`config.mk`:
```
export PLATFORM = sky130hd
export DESIGN_NAME = dff_bank_seq_flat
export DESIGN_NICKNAME = d
export VERILOG_FILES = /design/src/rtl/dff_bank_seq_pkg.sv /design/src/rtl/dff_bank_seq_if.sv /design/src/rtl/dff_bank_seq_rr_arbiter.sv /design/src/rtl/dff_bank_seq.sv /design/src/flat_wrapper.sv
export SDC_FILE = /design/constraint.sdc
export NUM_CORES = 1
export LEC_CHECK = 0
export CAP_MARGIN = 20
export CORE_ASPECT_RATIO = 0.8
export CORE_UTILIZATION = 50
export CTS_BUF_LIST = sky130_fd_sc_hd__clkbuf_4 sky130_fd_sc_hd__clkbuf_8
export DETAILED_ROUTE_END_ITERATION = 8
export GPL_TIMING_DRIVEN = 1
export PLACE_DENSITY = 0.78
export SETUP_SLACK_MARGIN = 0.4
export SLEW_MARGIN = 20
export SYNTH_ARGS = -nofsm -noshare
export SYNTH_HDL_FRONTEND = slang
export SYNTH_SLANG_ARGS = --single-unit
```
`constraint.sdc`:
```
create_clock -name clk -period 4.5 [get_ports clk]
set_input_delay 0.9 -clock clk [delete_from_list [all_inputs] [get_ports clk]]
set_output_delay 0.9 -clock clk [all_outputs]
set_load 0.03 [all_outputs]
```
`src/rtl/dff_bank_seq_pkg.sv`:
```
// ----------------------------------------------------------------------------
// dff_bank_pkg
//   Shared definitions for the dff_bank_seq sequencer:
//     - request op encoding (load / clear / preset / reserved)
//     - sequencer state enum
//     - cnt_width(): width of the shared pulse/recovery down-counter
// ----------------------------------------------------------------------------
package dff_bank_pkg;

   localparam logic [1:0] OP_LOAD = 2'b00;
   localparam logic [1:0] OP_CLR  = 2'b01;
   localparam logic [1:0] OP_SET  = 2'b10;
   localparam logic [1:0] OP_RSVD = 2'b11;

   typedef enum logic [2:0] {
      ST_IDLE    = 3'd0,
      ST_LOAD    = 3'd1,
      ST_PULSE   = 3'd2,
      ST_RECOVER = 3'd3,
      ST_DONE    = 3'd4
   } state_e;

   // One counter serves both the pulse and the recovery phase, so it must
   // hold the larger of the two reload values.
   function automatic int cnt_width(input int pulse_cyc, input int hold_cyc);
      int m;
      m = (pulse_cyc > hold_cyc) ? pulse_cyc : hold_cyc;
      return (m < 1) ? 1 : $clog2(m + 1);
   endfunction

endpackage

```
`src/rtl/dff_bank_seq_if.sv`:
```
// ----------------------------------------------------------------------------
// dff_bank_seq_if
//   Bundles the requester handshake, the bank drive and the completion report
//   of dff_bank_seq.
//     req_valid/req_op/req_data : requester -> sequencer (packed per requester)
//     req_ready                 : sequencer -> requester accept strobe
//     bank_d/bank_load/bank_clr_/bank_set_ : sequencer -> register bank
//     busy/done_valid/done_id/err          : sequencer status / completion
//   master : requester/bank side (testbench), slave : the sequencer.
// ----------------------------------------------------------------------------
interface dff_bank_seq_if #(
   parameter int WIDTH = 8,
   parameter int NREQ  = 2
) ();
   localparam int IDW = (NREQ > 1) ? $clog2(NREQ) : 1;

   logic [NREQ-1:0]       req_valid;
   logic [2*NREQ-1:0]     req_op;
   logic [WIDTH*NREQ-1:0] req_data;
   logic [NREQ-1:0]       req_ready;
   logic [WIDTH-1:0]      bank_d;
   logic                  bank_load;
   logic                  bank_clr_;
   logic                  bank_set_;
   logic                  busy;
   logic                  done_valid;
   logic [IDW-1:0]        done_id;
   logic                  err;

   modport master (
      output req_valid, req_op, req_data,
      input  req_ready, bank_d, bank_load, bank_clr_, bank_set_,
             busy, done_valid, done_id, err
   );

   modport slave (
      input  req_valid, req_op, req_data,
      output req_ready, bank_d, bank_load, bank_clr_, bank_set_,
             busy, done_valid, done_id, err
   );
endinterface

```
`src/rtl/dff_bank_seq_rr_arbiter.sv`:
```
// ----------------------------------------------------------------------------
// rr_arbiter
//   Round-robin arbiter. Grant is purely combinational: the first valid
//   requester strictly after the last-granted index, wrapping. The
//   last-granted pointer is registered and loaded from upd_id when upd_en.
//   Ports:
//     clk, rst_ : clock, asynchronous active-low reset
//     valid     : request vector
//     upd_en    : load pointer with upd_id this cycle
//     upd_id    : index to record as last granted
//     grant     : one-hot (or zero) grant
// ----------------------------------------------------------------------------
module rr_arbiter #(
   parameter  int NREQ = 2,
   localparam int IDW  = (NREQ > 1) ? $clog2(NREQ) : 1
) (
   input  logic            clk,
   input  logic            rst_,
   input  logic [NREQ-1:0] valid,
   input  logic            upd_en,
   input  logic [IDW-1:0]  upd_id,
   output logic [NREQ-1:0] grant
);

   logic [IDW-1:0] last_q;
   logic [IDW-1:0] last_d;
   logic [IDW-1:0] idx;
   logic           found;

   always_comb begin
      last_d = last_q;
      if (upd_en) begin
         last_d = upd_id;
      end
   end

   // Reset to the highest index so requester 0 is first in line.
   always_ff @(posedge clk or negedge rst_) begin
      if (!rst_) begin
         last_q <= IDW'(NREQ - 1);
      end else begin
         last_q <= last_d;
      end
   end

   // Scan offsets 1..NREQ from the pointer; offset NREQ revisits the last
   // winner, so a lone requester is still served back to back.
   always_comb begin
      grant = '0;
      found = 1'b0;
      idx   = '0;
      for (int k = 1; k <= NREQ; k++) begin
         idx = IDW'((int'(last_q) + k) % NREQ);
         if (!found && valid[idx]) begin
            grant[idx] = 1'b1;
            found      = 1'b1;
         end
      end
   end

endmodule

```
`src/rtl/dff_bank_seq.sv`:
```
// ----------------------------------------------------------------------------
// dff_bank_seq
//   Shares one register bank of D/clr_/set_ cells between NREQ requesters.
//   Arbitrates round-robin, then either pulses bank_load for one cycle
//   (load), holds bank_clr_ or bank_set_ low for PULSE_CYC cycles followed by
//   HOLD_CYC recovery cycles (clear / preset), or completes immediately with
//   err (reserved op). Completion is a one-cycle done_valid with done_id.
//   Ports:
//     clk  : clock
//     rst_ : asynchronous active-low reset (releases clr_/set_ at once)
//     bus  : dff_bank_seq_if.slave (requests, bank drive, status)
//   All outputs are registered except req_ready.
// ----------------------------------------------------------------------------
module dff_bank_seq
   import dff_bank_pkg::*;
#(
   parameter int WIDTH     = 8,
   parameter int NREQ      = 2,
   parameter int PULSE_CYC = 2,
   parameter int HOLD_CYC  = 1
) (
   input  logic          clk,
   input  logic          rst_,
   dff_bank_seq_if.slave bus
);

   localparam int IDW   = (NREQ > 1) ? $clog2(NREQ) : 1;
   localparam int CNT_W = cnt_width(PULSE_CYC, HOLD_CYC);
   localparam logic [CNT_W-1:0] PULSE_INIT = CNT_W'(PULSE_CYC - 1);
   localparam logic [CNT_W-1:0] HOLD_INIT  = (HOLD_CYC > 0) ? CNT_W'(HOLD_CYC - 1) : '0;

   // FSM state and captured request
   state_e           state_q, state_d;
   logic [CNT_W-1:0] cnt_q, cnt_d;
   logic [1:0]       op_q, op_d;
   logic [WIDTH-1:0] data_q, data_d;
   logic [IDW-1:0]   id_q, id_d;

   // Registered outputs
   logic [WIDTH-1:0] bank_d_q, bank_d_d;
   logic             bank_load_q, bank_load_d;
   logic             bank_clr_n_q, bank_clr_n_d;
   logic             bank_set_n_q, bank_set_n_d;
   logic             busy_q, busy_d;
   logic             done_valid_q, done_valid_d;
   logic [IDW-1:0]   done_id_q, done_id_d;
   logic             err_q, err_d;

   logic [NREQ-1:0]  grant;
   logic             upd_en;
   logic [1:0]       op_arr   [NREQ];
   logic [WIDTH-1:0] data_arr [NREQ];

   generate
      for (genvar gi = 0; gi < NREQ; gi++) begin : g_unpack
         assign op_arr[gi]   = bus.req_op[2*gi +: 2];
         assign data_arr[gi] = bus.req_data[WIDTH*gi +: WIDTH];
      end
   endgenerate

   // Pointer moves to the served requester as the op completes.
   assign upd_en = (state_q == ST_DONE);

   rr_arbiter #(
      .NREQ (NREQ)
   ) u_arb (
      .clk    (clk),
      .rst_   (rst_),
      .valid  (bus.req_valid),
      .upd_en (upd_en),
      .upd_id (id_q),
      .grant  (grant)
   );

   assign bus.req_ready = (state_q == ST_IDLE) ? grant : '0;

   // ---------------- register process ----------------
   always_ff @(posedge clk or negedge rst_) begin
      if (!rst_) begin
         state_q      <= ST_IDLE;
         cnt_q        <= '0;
         op_q         <= OP_LOAD;
         data_q       <= '0;
         id_q         <= '0;
         bank_d_q     <= '0;
         bank_load_q  <= 1'b0;
         bank_clr_n_q <= 1'b1;
         bank_set_n_q <= 1'b1;
         busy_q       <= 1'b0;
         done_valid_q <= 1'b0;
         done_id_q    <= '0;
         err_q        <= 1'b0;
      end else begin
         state_q      <= state_d;
         cnt_q        <= cnt_d;
         op_q         <= op_d;
         data_q       <= data_d;
         id_q         <= id_d;
         bank_d_q     <= bank_d_d;
         bank_load_q  <= bank_load_d;
         bank_clr_n_q <= bank_clr_n_d;
         bank_set_n_q <= bank_set_n_d;
         busy_q       <= busy_d;
         done_valid_q <= done_valid_d;
         done_id_q    <= done_id_d;
         err_q        <= err_d;
      end
   end

   // ---------------- next-state process ----------------
   always_comb begin
      state_d = state_q;
      cnt_d   = cnt_q;
      op_d    = op_q;
      data_d  = data_q;
      id_d    = id_q;
      case (state_q)
         ST_IDLE: begin
            if (|grant) begin
               for (int i = 0; i < NREQ; i++) begin
                  if (grant[i]) begin
                     op_d   = op_arr[i];
                     data_d = data_arr[i];
                     id_d   = IDW'(i);
                  end
               end
               case (op_d)
                  OP_LOAD: state_d = ST_LOAD;
                  OP_CLR,
                  OP_SET: begin
                     state_d = ST_PULSE;
                     cnt_d   = PULSE_INIT;
                  end
                  default: state_d = ST_DONE;
               endcase
            end
         end
         ST_LOAD: state_d = ST_DONE;
         ST_PULSE: begin
            if (cnt_q == '0) begin
               if (HOLD_CYC == 0) begin
                  state_d = ST_DONE;
               end else begin
                  state_d = ST_RECOVER;
                  cnt_d   = HOLD_INIT;
               end
            end else begin
               cnt_d = cnt_q - 1'b1;
            end
         end
         ST_RECOVER: begin
            if (cnt_q == '0) begin
               state_d = ST_DONE;
            end else begin
               cnt_d = cnt_q - 1'b1;
            end
         end
         ST_DONE: state_d = ST_IDLE;
         default: state_d = ST_IDLE;
      endcase
   end

   // ---------------- output process ----------------
   // Outputs are decoded from the *next* state so that, once registered,
   // they line up with the cycle the FSM actually spends in that state.
   always_comb begin
      bank_d_d     = bank_d_q;
      bank_load_d  = 1'b0;
      bank_clr_n_d = 1'b1;
      bank_set_n_d = 1'b1;
      busy_d       = (state_d != ST_IDLE);
      done_valid_d = 1'b0;
      done_id_d    = done_id_q;
      err_d        = 1'b0;
      case (state_d)
         ST_LOAD: begin
            bank_load_d = 1'b1;
            bank_d_d    = data_d;
         end
         ST_PULSE: begin
            bank_clr_n_d = (op_d != OP_CLR);
            bank_set_n_d = (op_d != OP_SET);
         end
         ST_DONE: begin
            done_valid_d = 1'b1;
            done_id_d    = id_d;
            err_d        = (op_d == OP_RSVD);
         end
         default: ;
      endcase
   end

   assign bus.bank_d     = bank_d_q;
   assign bus.bank_load  = bank_load_q;
   assign bus.bank_clr_  = bank_clr_n_q;
   assign bus.bank_set_  = bank_set_n_q;
   assign bus.busy       = busy_q;
   assign bus.done_valid = done_valid_q;
   assign bus.done_id    = done_id_q;
   assign bus.err        = err_q;

endmodule

```
`src/flat_wrapper.sv`:
```
// flat-port wrapper written by rule: the top's interface ports become plain ports
module dff_bank_seq_flat import dff_bank_pkg::*;
#(
   parameter int WIDTH     = 8,
   parameter int NREQ      = 2,
   parameter int PULSE_CYC = 2,
   parameter int HOLD_CYC  = 1
)
  (clk, rst_, bus_req_valid, bus_req_op, bus_req_data, bus_req_ready, bus_bank_d, bus_bank_load, bus_bank_clr_, bus_bank_set_, bus_busy, bus_done_valid, bus_done_id, bus_err);
  dff_bank_seq_if #(.WIDTH(WIDTH), .NREQ(NREQ)) bus_i ();
  input  logic clk;
  input  logic rst_;
  input wire logic [$bits(bus_i.req_valid)-1:0] bus_req_valid;
  input wire logic [$bits(bus_i.req_op)-1:0] bus_req_op;
  input wire logic [$bits(bus_i.req_data)-1:0] bus_req_data;
  output wire logic [$bits(bus_i.req_ready)-1:0] bus_req_ready;
  output wire logic [$bits(bus_i.bank_d)-1:0] bus_bank_d;
  output wire logic [$bits(bus_i.bank_load)-1:0] bus_bank_load;
  output wire logic [$bits(bus_i.bank_clr_)-1:0] bus_bank_clr_;
  output wire logic [$bits(bus_i.bank_set_)-1:0] bus_bank_set_;
  output wire logic [$bits(bus_i.busy)-1:0] bus_busy;
  output wire logic [$bits(bus_i.done_valid)-1:0] bus_done_valid;
  output wire logic [$bits(bus_i.done_id)-1:0] bus_done_id;
  output wire logic [$bits(bus_i.err)-1:0] bus_err;
  assign bus_i.req_valid = bus_req_valid;
  assign bus_i.req_op = bus_req_op;
  assign bus_i.req_data = bus_req_data;
  assign bus_req_ready = bus_i.req_ready;
  assign bus_bank_d = bus_i.bank_d;
  assign bus_bank_load = bus_i.bank_load;
  assign bus_bank_clr_ = bus_i.bank_clr_;
  assign bus_bank_set_ = bus_i.bank_set_;
  assign bus_busy = bus_i.busy;
  assign bus_done_valid = bus_i.done_valid;
  assign bus_done_id = bus_i.done_id;
  assign bus_err = bus_i.err;
  dff_bank_seq #(.WIDTH(WIDTH), .NREQ(NREQ), .PULSE_CYC(PULSE_CYC), .HOLD_CYC(HOLD_CYC)) u_core (.clk(clk), .rst_(rst_), .bus(bus_i));
endmodule
```
### Word level (Yosys, flattened, before mapping)

Index checks and enable logic that the tools add are counted.

* reduce and logical (&&, ||, !) cells: 12
* eq/ne operators: 15
* multiplexer cells: 41
* bitwise gates (word level): 1
* add/sub/neg operators: 3
* order comparisons: 4

Operators by type and width (number)
* two-way mux 8 bit: 4
* two-way mux 2 bit: 13
* two-way mux 1 bit: 16
* one-hot mux 3 bit (4 select lines): 1
* equality test 3 x 2 -> 1 bit, second input constant: 3
* two-way mux 3 bit: 3
* != test 2 bit, second input constant: 4
* equality test 3 x 1 -> 1 bit, second input constant: 2
* equality test 3 bit, second input constant: 2
* one-hot mux 2 bit (3 select lines): 1
* one-hot mux 3 bit (2 select lines): 1
* nonzero test 3 bit: 2
* equality test 2 bit, second input constant: 2
* logical NOT 2 bit: 2
* < comparator 1 x 2 -> 1 bit, second input constant: 2
* AND reduction 4 bit: 1
* OR reduction 2 bit: 2
* logical AND 1 bit: 3
* logical NOT 3 bit: 1
* adder 1 bit, second input constant: 2
* demux 1 bit (select 1 bit): 2
* equality test 2 x 1 -> 1 bit, second input constant: 1
* >= comparator 1 bit, second input constant: 2
* != test 2 x 1 -> 1 bit, second input constant: 1
* other kinds (3): 3

* input bits: 24
* flip-flop bits (word level): 32
* logic and storage cells: 90
* output and inout port bits: 17

### Longest topological paths before layout

Gate-level depths: netlist of run 1.

* depth after elaboration: 19
* mapped depth: 10
* mapped depth without buffers: 8

### Hierarchy

A second synthesis of run 1 with hierarchy kept.

* cells, all modules: 141
* area total of the unflattened synthesis: 1589.0 µm²

Modules (own cells, without submodules)
* dff_bank_seq: seq. area each 778.2 µm², times used 1, area an instance 1527.7 µm², cells an instance 135
* rr_arbiter: seq. area each 26.3 µm², times used 1, area an instance 61.3 µm², cells an instance 6

### Least setup slack after synthesis of run 1

OpenSTA, ideal clock, no wires.

* kind: in2reg
* start point: input port bus_req_valid[1]
* end point: register u_core.bank_d_q[0] (netlist: u_core.bus.bank_d[0])
* path buffers: 2
* slack: 1.798 ns
* required time: 4.375 ns
* arrival time: 2.577 ns
* stages: 10
* path through: a21boi_2 -> buf_6 -> a32oi_2 -> nand2_1 -> ha_1 -> nor3_1 -> nor2_1 -> or3_1 -> buf_6 -> mux2_4

* word-level cells in the longest chain between the ends: 16
* elaborated cells on any way between the ends: 27

RTL lines
* from (decl): RTL line flat_wrapper.sv:13 `input wire logic [$bits(bus_i.req_valid)-1:0] bus_req_valid;`
* two-way mux 1 bit (implied by the code) (2 in series): RTL line dff_bank_seq_rr_arbiter.sv:54 `if (!found && valid[idx]) begin`
* two-way mux 1 bit: RTL line dff_bank_seq_rr_arbiter.sv:54
* logical NOT 1 bit: RTL line dff_bank_seq_rr_arbiter.sv:54
* logical AND 1 bit: RTL line dff_bank_seq_rr_arbiter.sv:54
* two-way mux 2 bit (*): RTL line dff_bank_seq_rr_arbiter.sv:54
* two-way mux 2 bit (2 in series): RTL line dff_bank_seq.sv:121 `if (grant[i]) begin`
* two-way mux 2 bit: RTL line dff_bank_seq.sv:119 `if (|grant) begin`
* two-way mux 2 bit: RTL line dff_bank_seq.sv:117 `case (state_q)`
* equality test 2 x 1 -> 1 bit or equality test 2 bit (tied branches): RTL line dff_bank_seq.sv:127 `case (op_d)`
* OR reduction 2 bit: RTL line dff_bank_seq.sv:127
* one-hot mux 3 bit (2 select lines): RTL line dff_bank_seq.sv:127
* two-way mux 3 bit: RTL line dff_bank_seq.sv:119
* one-hot mux 3 bit (4 select lines): RTL line dff_bank_seq.sv:117
* equality test 3 x 1 -> 1 bit: RTL line dff_bank_seq.sv:175 `case (state_d)`
* to (signal assigned): RTL line dff_bank_seq.sv:99 `bank_d_q <= bank_d_d;`
* to (decl): RTL line dff_bank_seq.sv:40 `logic [WIDTH-1:0] bank_d_q, bank_d_d;`

Every way passes the cells marked *; elsewhere a longest branch is shown, timed or not. The select of a mux whose other input is x is not followed.
A chain may end at the register's enable or synchronous reset.

### Worst setup path in the final report of run 1

* start point: input port bus_req_valid[1]
* end point: output port bus_req_ready[1]

* word-level cells in the longest chain between the ends: 7
* elaborated cells on any way between the ends: 11

RTL lines
* two-way mux 1 bit (implied by the code) (2 in series): RTL line dff_bank_seq_rr_arbiter.sv:54
* two-way mux 1 bit: RTL line dff_bank_seq_rr_arbiter.sv:54
* logical NOT 1 bit: RTL line dff_bank_seq_rr_arbiter.sv:54
* logical AND 1 bit: RTL line dff_bank_seq_rr_arbiter.sv:54
* two-way mux 2 bit (*): RTL line dff_bank_seq_rr_arbiter.sv:54
* two-way mux 2 bit (*): RTL line dff_bank_seq.sv:75 `assign bus.req_ready = (state_q == ST_IDLE) ? grant : '0;`
* to (decl): RTL line flat_wrapper.sv:16 `output wire logic [$bits(bus_i.req_ready)-1:0] bus_req_ready;`

Marked as above.

==> metrics.csv, run 1 <==
metric;value;unit
n_antenna_cell;0;
cp_max_fo;9;
setup_ws;0.903;ns
start_kind;input port;
crit_family;buffers and inverters;
setup-tns-final;0;ns
synth_edf_count;0;
power.leakage;0.921;nW
arrival;2.70;ns
final.fill_count;213;
synth_top_flop_cell;dfrtp_1;
hold_viol_final;0;
post_cts_resized;0;
syn_to_final_growth;32.3;%
status;completed;
maxSlewViolCount;0;
dieArea;3350;um2
htreeDepth;2;
crit_top_cell;clkdlybuf4s50_1;
grt_use_total;0.220;
fin_hold_ws;0.510;ns
placed_area;1970;um2
dp_slack;0.775;ns
numCtsBuffers;5;
root_buffer;clkbuf_8;
max-clock-path-buffers;2;
hp-start;u_core.bus.bank_d[1]$_DFFE_PN0N_;
critical_path_class;in2out;
clkSinkCount;32;
first_pass_iters;4;
hold_end;u_core.bus.bank_d[1]$_DFFE_PN0N_;
vdd_drop_max;439;uV
finalSetupViolations;0;
grt_pass1_vias;1176;
power.density;724;nW/um2
portBuffers;40;
crit_path_end_kind;primary output;
final_cell_area;2070;um2
route.vias.total;1179;
syn_inst;137;
seq_area;805;um2
post_cts_buffers;0;
worst_path_max_delay_cell;clkdlybuf4s50_1;
r2r_setup_slack;1.78;ns
rr_startpoint;u_core.u_arb.last_q$_DFFE_PN1N_;
synth_area;1560;um2
layoutNonFillerInstCount;219;
hp-class;reg2reg;
post-route-period-util;0.799;
die_x;64.5;um
grt_antenna_before_repair;0;
postRouteAntennaNets;0;
clock.fmax;0.278;GHz
gp_congestion;0.852;
ys_ff_latch;32;
fin_nets;208;
dp_hpwl;2.39;mm
drc;0;
core_area;2870;um2
grt_overflow_total;0;
drive_gt1_frac;0.227;
start_util;0.544;
ys_async_sr_fraction;1.00;
avgSynthCellArea;11.4;um2
rows;17;
mappedNetlistNets;165;
routedWlPerCell;14.6;um
ios;41;
r2r_cells;8;
cts.clk_slew.worst_paths;0.06;ns
ys_seq_area_frac;0.515;
worstPathRequired;3.60;ns
clock_skew;0.00699;ns
wl;3.19;mm
multi_input_area;661;um2
drv_cap;0;
cts_tree;built;
crit_buf_inv;3;
rsz0062_at_grt;false;
drt_iter0_drc;40;
finalCriticalPeriod;3.60;ns
synth_cell_types;37;
grt_max_degree;27;
ys.warnings.count;0;
insertion_delay;0.28;ns
slew-limit-headroom;0.594;
worstPathCellList;clkdlybuf4s50_1 > a21boi_2 > buf_4 > and2_1 > clkdlybuf4s50_1;
holdBufCountCts;0;
worst_pin_slew;0.608;ns
worst_r2r_endpoint;u_core.bus.bank_d[7]$_DFFE_PN0N_;
hold_depth;1;
grt_pass1_wl;5.30;mm
viasPerCell;5.38;
dp_cells;211;
max_stage_delay;0.67;ns
die_h;52.0;um
-- worst register-to-register path, stage by stage, from the launching register on --
cell and delay (ns):
dfstp_2 0.38, nand2b_1 0.32, a32oi_1 0.41, nand2_1 0.09
ha_1 0.26, nor3_1 0.14, nor2_1 0.05, or3_1 0.56
mux2_4 0.39
-- cells in the mapped netlist (2+ instances only) --
cell	number	area, um2
nor2_1	15	56.3
o21ai_0	4	20.0
ha_1	4	50.1
dfstp_2	3	78.8
a21oi_2	8	70.1
nand2_1	13	48.8
a32oi_1	9	78.8
dfrtp_1	29	726
inv_1	8	30.0
mux2_4	8	120
buf_2	2	10.0
or3_1	3	18.8
nor3_1	2	10.0
buf_6	4	45.0
mux2_2	2	22.5
inv_2	2	7.51
-- flip-flops by register name, summed over array words and instances, names as in the netlist --
register / cells
u_core.bus.bank_set_: 1
u_core.u_arb.last_q: 1
u_core.bus.err: 1
u_core.bus.bank_clr_: 1
u_core.state_q: 3
u_core.cnt_q: 2
u_core.bus.done_valid: 1
u_core.id_q: 1
u_core.op_q: 2
u_core.bus.bank_d: 8
u_core.bus.bank_load: 1
u_core.bus.busy: 1
u_core.data_q: 8
u_core.bus.done_id: 1
-- per-stage QoR --
step,power [W],util
after floorplan,0.00104,-
after global placement,0.00124,0.687
after detailed placement,0.00127,0.687
after CTS,0.00150,0.721
after global routing,0.00160,0.719
final,0.00149,0.719
-- power by group --
part	internal (W)	leakage, nW	switching, W
sequential	0.000434	0.379	0.0000774
clock	0.000136	0.0523	0.0000940
combinational	0.000330	0.490	0.000424
total	0.000900	0.921	0.000595
-- area by class of cell --
type                            instances  area share
Clock buffer                            8      0.0472
Inverter                               10      0.0182
Multi-Input combinational cell         88       0.320
Sequential cell                        32       0.389
Tap cell                               38      0.0230
Timing Repair Buffer                   43       0.202
-- cells by family after synthesis --
kind of cell / Yosys count / share of synthesized area
xor+xnor: 1 / 0.00561
compound gates: 31 / 0.160
simple gates: 41 / 0.127
mux: 11 / 0.0978
fa+ha+maj: 4 / 0.0321
buf+inv: 17 / 0.0617
flops: 32 / 0.515
-- how the worst max path moves through the flow --
stage,startpoint,end,slack (ns),cells past startpoint
3_3_place_gp,bus_req_valid[1],u_core.bus.bank_d[7]$_DFFE_PN0N_,0.87,9
6_report,bus_req_valid[1],bus_req_ready[1],0.90,5
3_5_place_dp,bus_req_valid[1],u_core.bus.bank_d[7]$_DFFE_PN0N_,0.77,9
2_1_floorplan,bus_req_valid[1],u_core.bus.bank_d[0]$_DFFE_PN0N_,1.80,10
4_1_cts,bus_req_valid[1],bus_req_ready[1],0.90,5
5_1_grt,bus_req_valid[1],u_core.bus.bank_d[6]$_DFFE_PN0N_,0.78,9
-- placed cells by master, fill, tap and decap left out, drive strengths merged, types with 4 or more instances in the layout --
| cell type | synthesis | routed |
|---|---|---|
| a21oi | 9 | 9 |
| a32oi | 10 | 10 |
| buf | 6 | 4 |
| clkbuf | 1 | 8 |
| clkdlybuf4s50 | 0 | 39 |
| dfrtp | 29 | 29 |
| ha | 4 | 4 |
| inv | 10 | 10 |
| mux2 | 10 | 10 |
| nand2 | 13 | 13 |
| nor2 | 15 | 15 |
| o21ai | 5 | 5 |
-- layer usage --
metal,up-vias,part of all wire,wire [um],GRT usage
li1,566,-,-,-
met4,0,0.020,65,0.126
met3,8,0.057,181,0.0614
met5,-,0,0,0
met2,40,0.45,1450,0.330
met1,565,0.47,1500,0.289
Note: power is estimated with default switching activity, not from simulation.
==> run 2, diff against run 1 <==
--- a/config.mk
+++ b/config.mk
@@ -7,11 +7,11 @@
 export LEC_CHECK = 0
 export CAP_MARGIN = 20
 export CORE_ASPECT_RATIO = 0.8
-export CORE_UTILIZATION = 50
+export CORE_UTILIZATION = 45
 export CTS_BUF_LIST = sky130_fd_sc_hd__clkbuf_4 sky130_fd_sc_hd__clkbuf_8
 export DETAILED_ROUTE_END_ITERATION = 8
 export GPL_TIMING_DRIVEN = 1
-export PLACE_DENSITY = 0.78
+export PLACE_DENSITY = 0.74
 export SETUP_SLACK_MARGIN = 0.4
 export SLEW_MARGIN = 20
 export SYNTH_ARGS = -nofsm -noshare
==> constraint.sdc (replaced) <==
create_clock -name clk -period 3.2 [get_ports clk]
set_input_delay 0.64 -clock clk [delete_from_list [all_inputs] [get_ports clk]]
set_output_delay 0.64 -clock clk [all_outputs]
set_load 0.03 [all_outputs]
==> run 2 against run 1 <==
Against the previous run: global-route usage fell by 2.0 points; clock power rose by 42%; count of clock-buffer cells in the layout did not move; worst setup slack got worse by 0.20 ns; register-to-register slack got worse by 0.93 ns; wire length rose by 4.9%; power rose by 44%.
==> metrics.csv, run 2 (same netlist as run 1, synthesis figures left out) <==
metric;value;unit;change
p_int;0.00129;W;+44%
p_sw;0.000859;W;+44%
worstPathCellList;clkdlybuf4s50_1 > a32oi_2 > nand2_1 > ha_1 > nor3_1 > nor2_1 > or3_4 > mux2_4;;
worst_path_max_delay_cell;or3_4;;
postRouteAntennaNets;0;;unchanged
power.density;1010;nW/um2;+39%
rows;18;;+1
portBuffers;40;;unchanged
n_antenna_cell;0;;unchanged
drc;0;;unchanged
wl;3.35;mm;+4.9%
placed_area;2000;um2;+1.5%
grt_antenna_before_repair;0;;unchanged
fin_hold_ws;0.513;ns;+0.00300 ns
slew-limit-headroom;0.730;;+0.136
dp_slack;0.000988;ns;-0.774 ns
vdd_drop_max;550;uV;+25%
numCtsBuffers;5;;unchanged
crit_path_end_kind;flop;;
clock.fmax;0.400;GHz;
first_pass_iters;4;;unchanged
seqPwrFrac;0.334;;-0.008
post-route-period-util;0.782;;
worstPathRequired;3.36;ns;-0.24 ns
hold_viol_final;0;;unchanged
drt_iter0_drc;50;;+25%
final_cell_mix;36 x clkdlybuf4s50_1, 29 x dfrtp_1, 15 x nor2_1;;
die_h;54.7;um;+5.2%
grt_pass1_wl;5.13;mm;-3.1%
layout_commonest_cell;clkdlybuf4s50_1;;
root_buffer;clkbuf_8;;
setup_ws;0.698;ns;-0.205 ns
finalCriticalPeriod;2.50;ns;
finalSetupViolations;0;;unchanged
grt_pass1_vias;1091;;-7.2%
grt_max_degree;33;;+22%
hp-class;reg2reg;;
grt_use_total;0.200;;-0.0200
drive_gt1_frac;0.263;;+0.0369
routedWlPerCell;14.8;um;+1.7%
switching_share;0.399;;+0.000668
die_x;67.9;um;+5.2%
ios;41;;unchanged
critical_path_class;in2reg;;
route.vias.total;1164;;-1.3%
holdBufCountCts;0;;unchanged
max_stage_delay;0.46;ns;-0.21 ns
max-clock-path-buffers;2;;unchanged
cp_max_fo;5;;-4
insertion_delay;0.28;ns;about the same
cts.clk_slew.worst_paths;0.06;ns;about the same
htreeDepth;2;;unchanged
comb_power_share;0.514;;+0.010
setup-tns-final;0;ns;unchanged
arrival;2.66;ns;-0.04 ns
clock_skew;0.00487;ns;-0.00212 ns
dieArea;3710;um2;+11%
worst_pin_slew;0.404;ns;-0.204 ns
fin_nets;213;;+2.4%
power.leakage;0.975;nW;+5.9%
clkSinkCount;32;;unchanged
final_cell_area;2140;um2;+3.4%
drv_cap;0;;unchanged
viasPerCell;5.15;;-4.3%
status;completed;;
p_clk_frac;0.152;;-0.002
start_util;0.488;;-0.0555
cts_tree;built;;
maxSlewViolCount;0;;unchanged
rsz0062_at_grt;false;;
syn_to_final_growth;36.8;%;
start_kind;input port;;
grt_overflow_total;0;;unchanged
dp_hpwl;2.45;mm;+2.5%
gp_congestion;0.872;;+2.5%
core_area;3200;um2;+11%
## run 2: changes by cell type in the layout (fill, tap and decap cells not counted), sizes merged
cell,change
dlygate4sd2,+1
buf,+4
clkdlybuf4s50,-3
dlymetal6s2s,+2
or3,+1
## run 2: worst max-delay path, delay by kind of cell
family	cells	cell delay, ns
and+or+nand+nor	4	0.78
buffers and inverters	1	0.43
muxes	1	0.32
AOI/OAI and AO/OA	1	0.26
adders and majority gates	1	0.23
## run 2: metrics by stage
| stage | cells | utilization | power (W) |
|---|---|---|---|
| 5_1_grt | 226 | 0.668 | 0.00230 |
| 3_5_place_dp | 217 | 0.626 | 0.00181 |
| 3_3_place_gp | 217 | 0.626 | 0.00177 |
| 4_1_cts | 225 | 0.658 | 0.00215 |
| 6_report | 226 | 0.668 | 0.00215 |
| 2_1_floorplan | 137 | - | 0.00147 |
## run 2: layer usage
metal,part of all wire,global-route usage,wire [um],vias up
met5,0,0,0,-
met4,0.013,0.0938,44,0
met3,0.048,0.0500,161,5
met2,0.44,0.295,1470,34
met1,0.50,0.276,1680,549
li1,-,-,-,576
## run 2: path summary, 6_finish.rpt
check	start	endpoint	slack [ns]	cells after the start
setup reg to reg	u_core.u_arb.last_q$_DFFE_PN1N_	u_core.bus.bank_d[0]$_DFFE_PN0N_	0.85	8
hold reg to reg	u_core.id_q$_DFF_PN0_	u_core.u_arb.last_q$_DFFE_PN1N_	0.51	1
setup / recovery	bus_req_op[1]	u_core.bus.bank_d[0]$_DFFE_PN0N_	0.70	8
min in group asynchronous	rst_	u_core.bus.busy$_DFF_PN0_	0.74	2
max in group asynchronous	rst_	u_core.u_arb.last_q$_DFFE_PN1N_	2.13	2
hold / removal	u_core.id_q$_DFF_PN0_	u_core.u_arb.last_q$_DFFE_PN1N_	0.51	1
## run 2: layout make-up
| type | count | area [um2] |
|---|---|---|
| inverters | 10 | 37.5 |
| fillers | 244 | 1060 |
| repair buffers | 47 | 454 |
| flip-flops and latches | 32 | 805 |
| well taps | 40 | 50.0 |
| multi-input cells | 89 | 692 |
| clock buffers | 8 | 97.6 |
## run 2: power by group through the flow
stage | Clock, W | Combinational, W | Sequential (W)
4_1_cts | 0.000335 | 0.00109 | 0.000720
2_1_floorplan | 0 | 0.000600 | 0.000866
5_1_grt | 0.000348 | 0.00121 | 0.000743
3_3_place_gp | 0 | 0.00105 | 0.000717
3_5_place_dp | 0 | 0.00109 | 0.000721
6_report | 0.000327 | 0.00111 | 0.000720
## run 2: repair_timing
action | in CTS | in global routing
resized for setup | 2 | 5
endpoints found under the setup margin | 9 | 11
gates cloned | 0 | 1
setup buffers | 0 | 0
pin swaps | 0 | 2
==> run 3, diff against run 2 <==
--- a/config.mk
+++ b/config.mk
@@ -7,11 +7,11 @@
 export LEC_CHECK = 0
 export CAP_MARGIN = 20
 export CORE_ASPECT_RATIO = 0.8
-export CORE_UTILIZATION = 45
+export CORE_UTILIZATION = 50
 export CTS_BUF_LIST = sky130_fd_sc_hd__clkbuf_4 sky130_fd_sc_hd__clkbuf_8
 export DETAILED_ROUTE_END_ITERATION = 8
 export GPL_TIMING_DRIVEN = 1
-export PLACE_DENSITY = 0.74
+export PLACE_DENSITY = 0.78
 export SETUP_SLACK_MARGIN = 0.4
 export SLEW_MARGIN = 20
 export SYNTH_ARGS = -nofsm -noshare
==> constraint.sdc (replaced) <==
create_clock -name clk -period 2.5 [get_ports clk]
set_input_delay 0.5 -clock clk [delete_from_list [all_inputs] [get_ports clk]]
set_output_delay 0.5 -clock clk [all_outputs]
set_load 0.03 [all_outputs]
==> run 3 against run 2 <==
Against the previous run: final area up 9.5%; worst setup slack lost 0.43 ns; power increased by 40%; clock skew grew 0.0029 ns; via count increased by 13%; sequential share of layout area shrank 3.3 points; hold slack better by 0.0038 ns; count of clock-buffer cells in the layout unchanged; flip-flop and latch count is the same; first-iteration DRC count decreased by 12%; non-clock buffer count is 19 higher; critical path type is now reg2reg.
==> metrics.csv, run 3 (same netlist as run 1, synthesis figures left out) <==
metric;value;unit;change
cts_tree;built;;
n_antenna_cell;0;;unchanged
grt_use_total;0.266;;+0.0656
drt_iter0_drc;44;;-12%
start_kind;flop;;
final_cell_mix;34 x clkdlybuf4s50_1, 29 x dfrtp_1, 23 x buf_4;;
grt_antenna_before_repair;0;;unchanged
htreeDepth;2;;unchanged
cts.clk_slew.worst_paths;0.06;ns;about the same
drv_cap;0;;unchanged
setup-tns-final;0;ns;unchanged
rows;17;;-1
rsz0062_at_grt;true;;
dp_cells;228;;+5.1%
route.vias.total;1319;;+13%
final.fill_count;172;;-30%
wl;4.02;mm;+20%
drive_gt1_frac;0.382;;+0.119
finalSetupViolations;0;;unchanged
die_x;64.5;um;-5.0%
portBuffers;40;;unchanged
post-route-period-util;0.891;;
finalCriticalPeriod;2.23;ns;
start_util;0.544;;+0.0555
insertion_delay;0.29;ns;about the same
worstPathCellList;a21boi_4 > a32oi_4 > nand2_2 > ha_4 > nor3_2 > nor2_1 > or3_4 > buf_6 > mux2_4;;
hp-class;reg2reg;;
drc;0;;unchanged
syn_to_final_growth;49.8;%;
arrival;2.39;ns;-0.27 ns
hold_viol_final;0;;unchanged
layout_commonest_cell;clkdlybuf4s50_1;;
maxSlewViolCount;0;;unchanged
ios;41;;unchanged
fin_nets;231;;+8.5%
postRouteAntennaNets;0;;unchanged
die_h;52.0;um;-4.9%
first_pass_iters;4;;unchanged
clkSinkCount;32;;unchanged
critical_path_class;reg2reg;;
grt_pass1_vias;1380;;+26%
power.density;1290;nW/um2;+28%
worst_pin_slew;0.417;ns;+0.0124 ns
routedWlPerCell;16.6;um;+12%
slew-limit-headroom;0.722;;-0.00726
cp_max_fo;5;;unchanged
worstPathRequired;2.67;ns;-0.69 ns
dp_slack;-0.422;ns;-0.423 ns
holdBufCountCts;0;;unchanged
root_buffer;clkbuf_8;;
max-clock-path-buffers;2;;unchanged
clock_skew;0.00773;ns;+0.00286 ns
layoutNonFillerInstCount;242;;+7.1%
fin_hold_ws;0.517;ns;+0.00381 ns
vdd_drop_max;820;uV;+49%
worst_path_max_delay_cell;dfstp_2;;
crit_path_end_kind;flop;;
grt_max_degree;33;;unchanged
dieArea;3350;um2;-9.7%
setup_ws;0.272;ns;-0.427 ns
grt_pass1_wl;6.46;mm;+26%
dp_hpwl;2.74;mm;+12%
grt_overflow_total;0;;unchanged
max_stage_delay;0.58;ns;+0.12 ns
viasPerCell;5.45;;+5.8%
power.leakage;1.07;nW;+10%
status;completed;;
clock.fmax;0.449;GHz;
core_area;2870;um2;-10%
numCtsBuffers;5;;unchanged
gp_congestion;0.920;;+5.4%
-- run 3: stage by stage --
step	area (um2)	total power, W	utilization
floorplan	1590	0.00190	-
global placement	2120	0.00240	0.739
detailed placement	2120	0.00246	0.739
CTS	2280	0.00293	0.793
global route	2340	0.00319	0.814
finish	2340	0.00301	0.814
-- run 3: layout make-up --
class                           count  area, um2  area share
Timing Repair Buffer               66        607       0.259
Tap cell                           38       47.5      0.0203
Inverter                           10       37.5      0.0161
Sequential cell                    32        805       0.344
Clock buffer                        8       97.6      0.0417
Multi-Input combinational cell     88        744       0.318
-- run 3: metal layers --
layer / up-vias / routed length, um / global-route usage
met4: 0 / 46 / 0.0889
li1: 612 / - / -
met5: - / 0 / 0
met1: 648 / 1830 / 0.349
met2: 50 / 1900 / 0.426
met3: 9 / 235 / 0.0746
-- run 3: what timing repair did --
action | in CTS | in global routing
endpoints found under the setup margin | 19 | 14
buffers inserted | 2 | 3
resized for setup | 15 | 11
gates cloned | 1 | 0
pin swaps | 6 | 6
endpoints found under the hold margin | 0 | 0
-- run 3: path summary, 6_finish.rpt --
path                                                  startpoint                                to  slack, ns  cells past startpoint
min in group asynchronous                                   rst_  u_core.bus.bank_d[1]$_DFFE_PN0N_       0.61                      2
worst min register to register  u_core.bus.bank_d[5]$_DFFE_PN0N_  u_core.bus.bank_d[5]$_DFFE_PN0N_       0.52                      1
worst max register to register   u_core.u_arb.last_q$_DFFE_PN1N_  u_core.bus.bank_d[5]$_DFFE_PN0N_       0.27                      9
max in group asynchronous                                   rst_   u_core.u_arb.last_q$_DFFE_PN1N_       1.55                      2
worst min-delay path            u_core.bus.bank_d[5]$_DFFE_PN0N_  u_core.bus.bank_d[5]$_DFFE_PN0N_       0.52                      1
worst max-delay path             u_core.u_arb.last_q$_DFFE_PN1N_  u_core.bus.bank_d[5]$_DFFE_PN0N_       0.27                      9
-- run 3: worst max-delay path: cells and delay by family (launching register included) --
kind	cells	cell delay, ns
buffers and inverters	1	0.15
AND/OR/NAND/NOR	4	0.62
AO/OA/AOI/OAI	2	0.29
flip-flops	1	0.58
adder cells (fa/ha/maj)	1	0.18
multiplexers	1	0.30
-- run 3: report_power, final --
group	leakage (nW)	total (W)	switching, W	internal, W
Clock	0.0523	0.000431	0.000185	0.000246
Combinational	0.643	0.00164	0.000857	0.000784
Sequential	0.379	0.000938	0.000157	0.000781
Total	1.07	0.00301	0.00120	0.00181
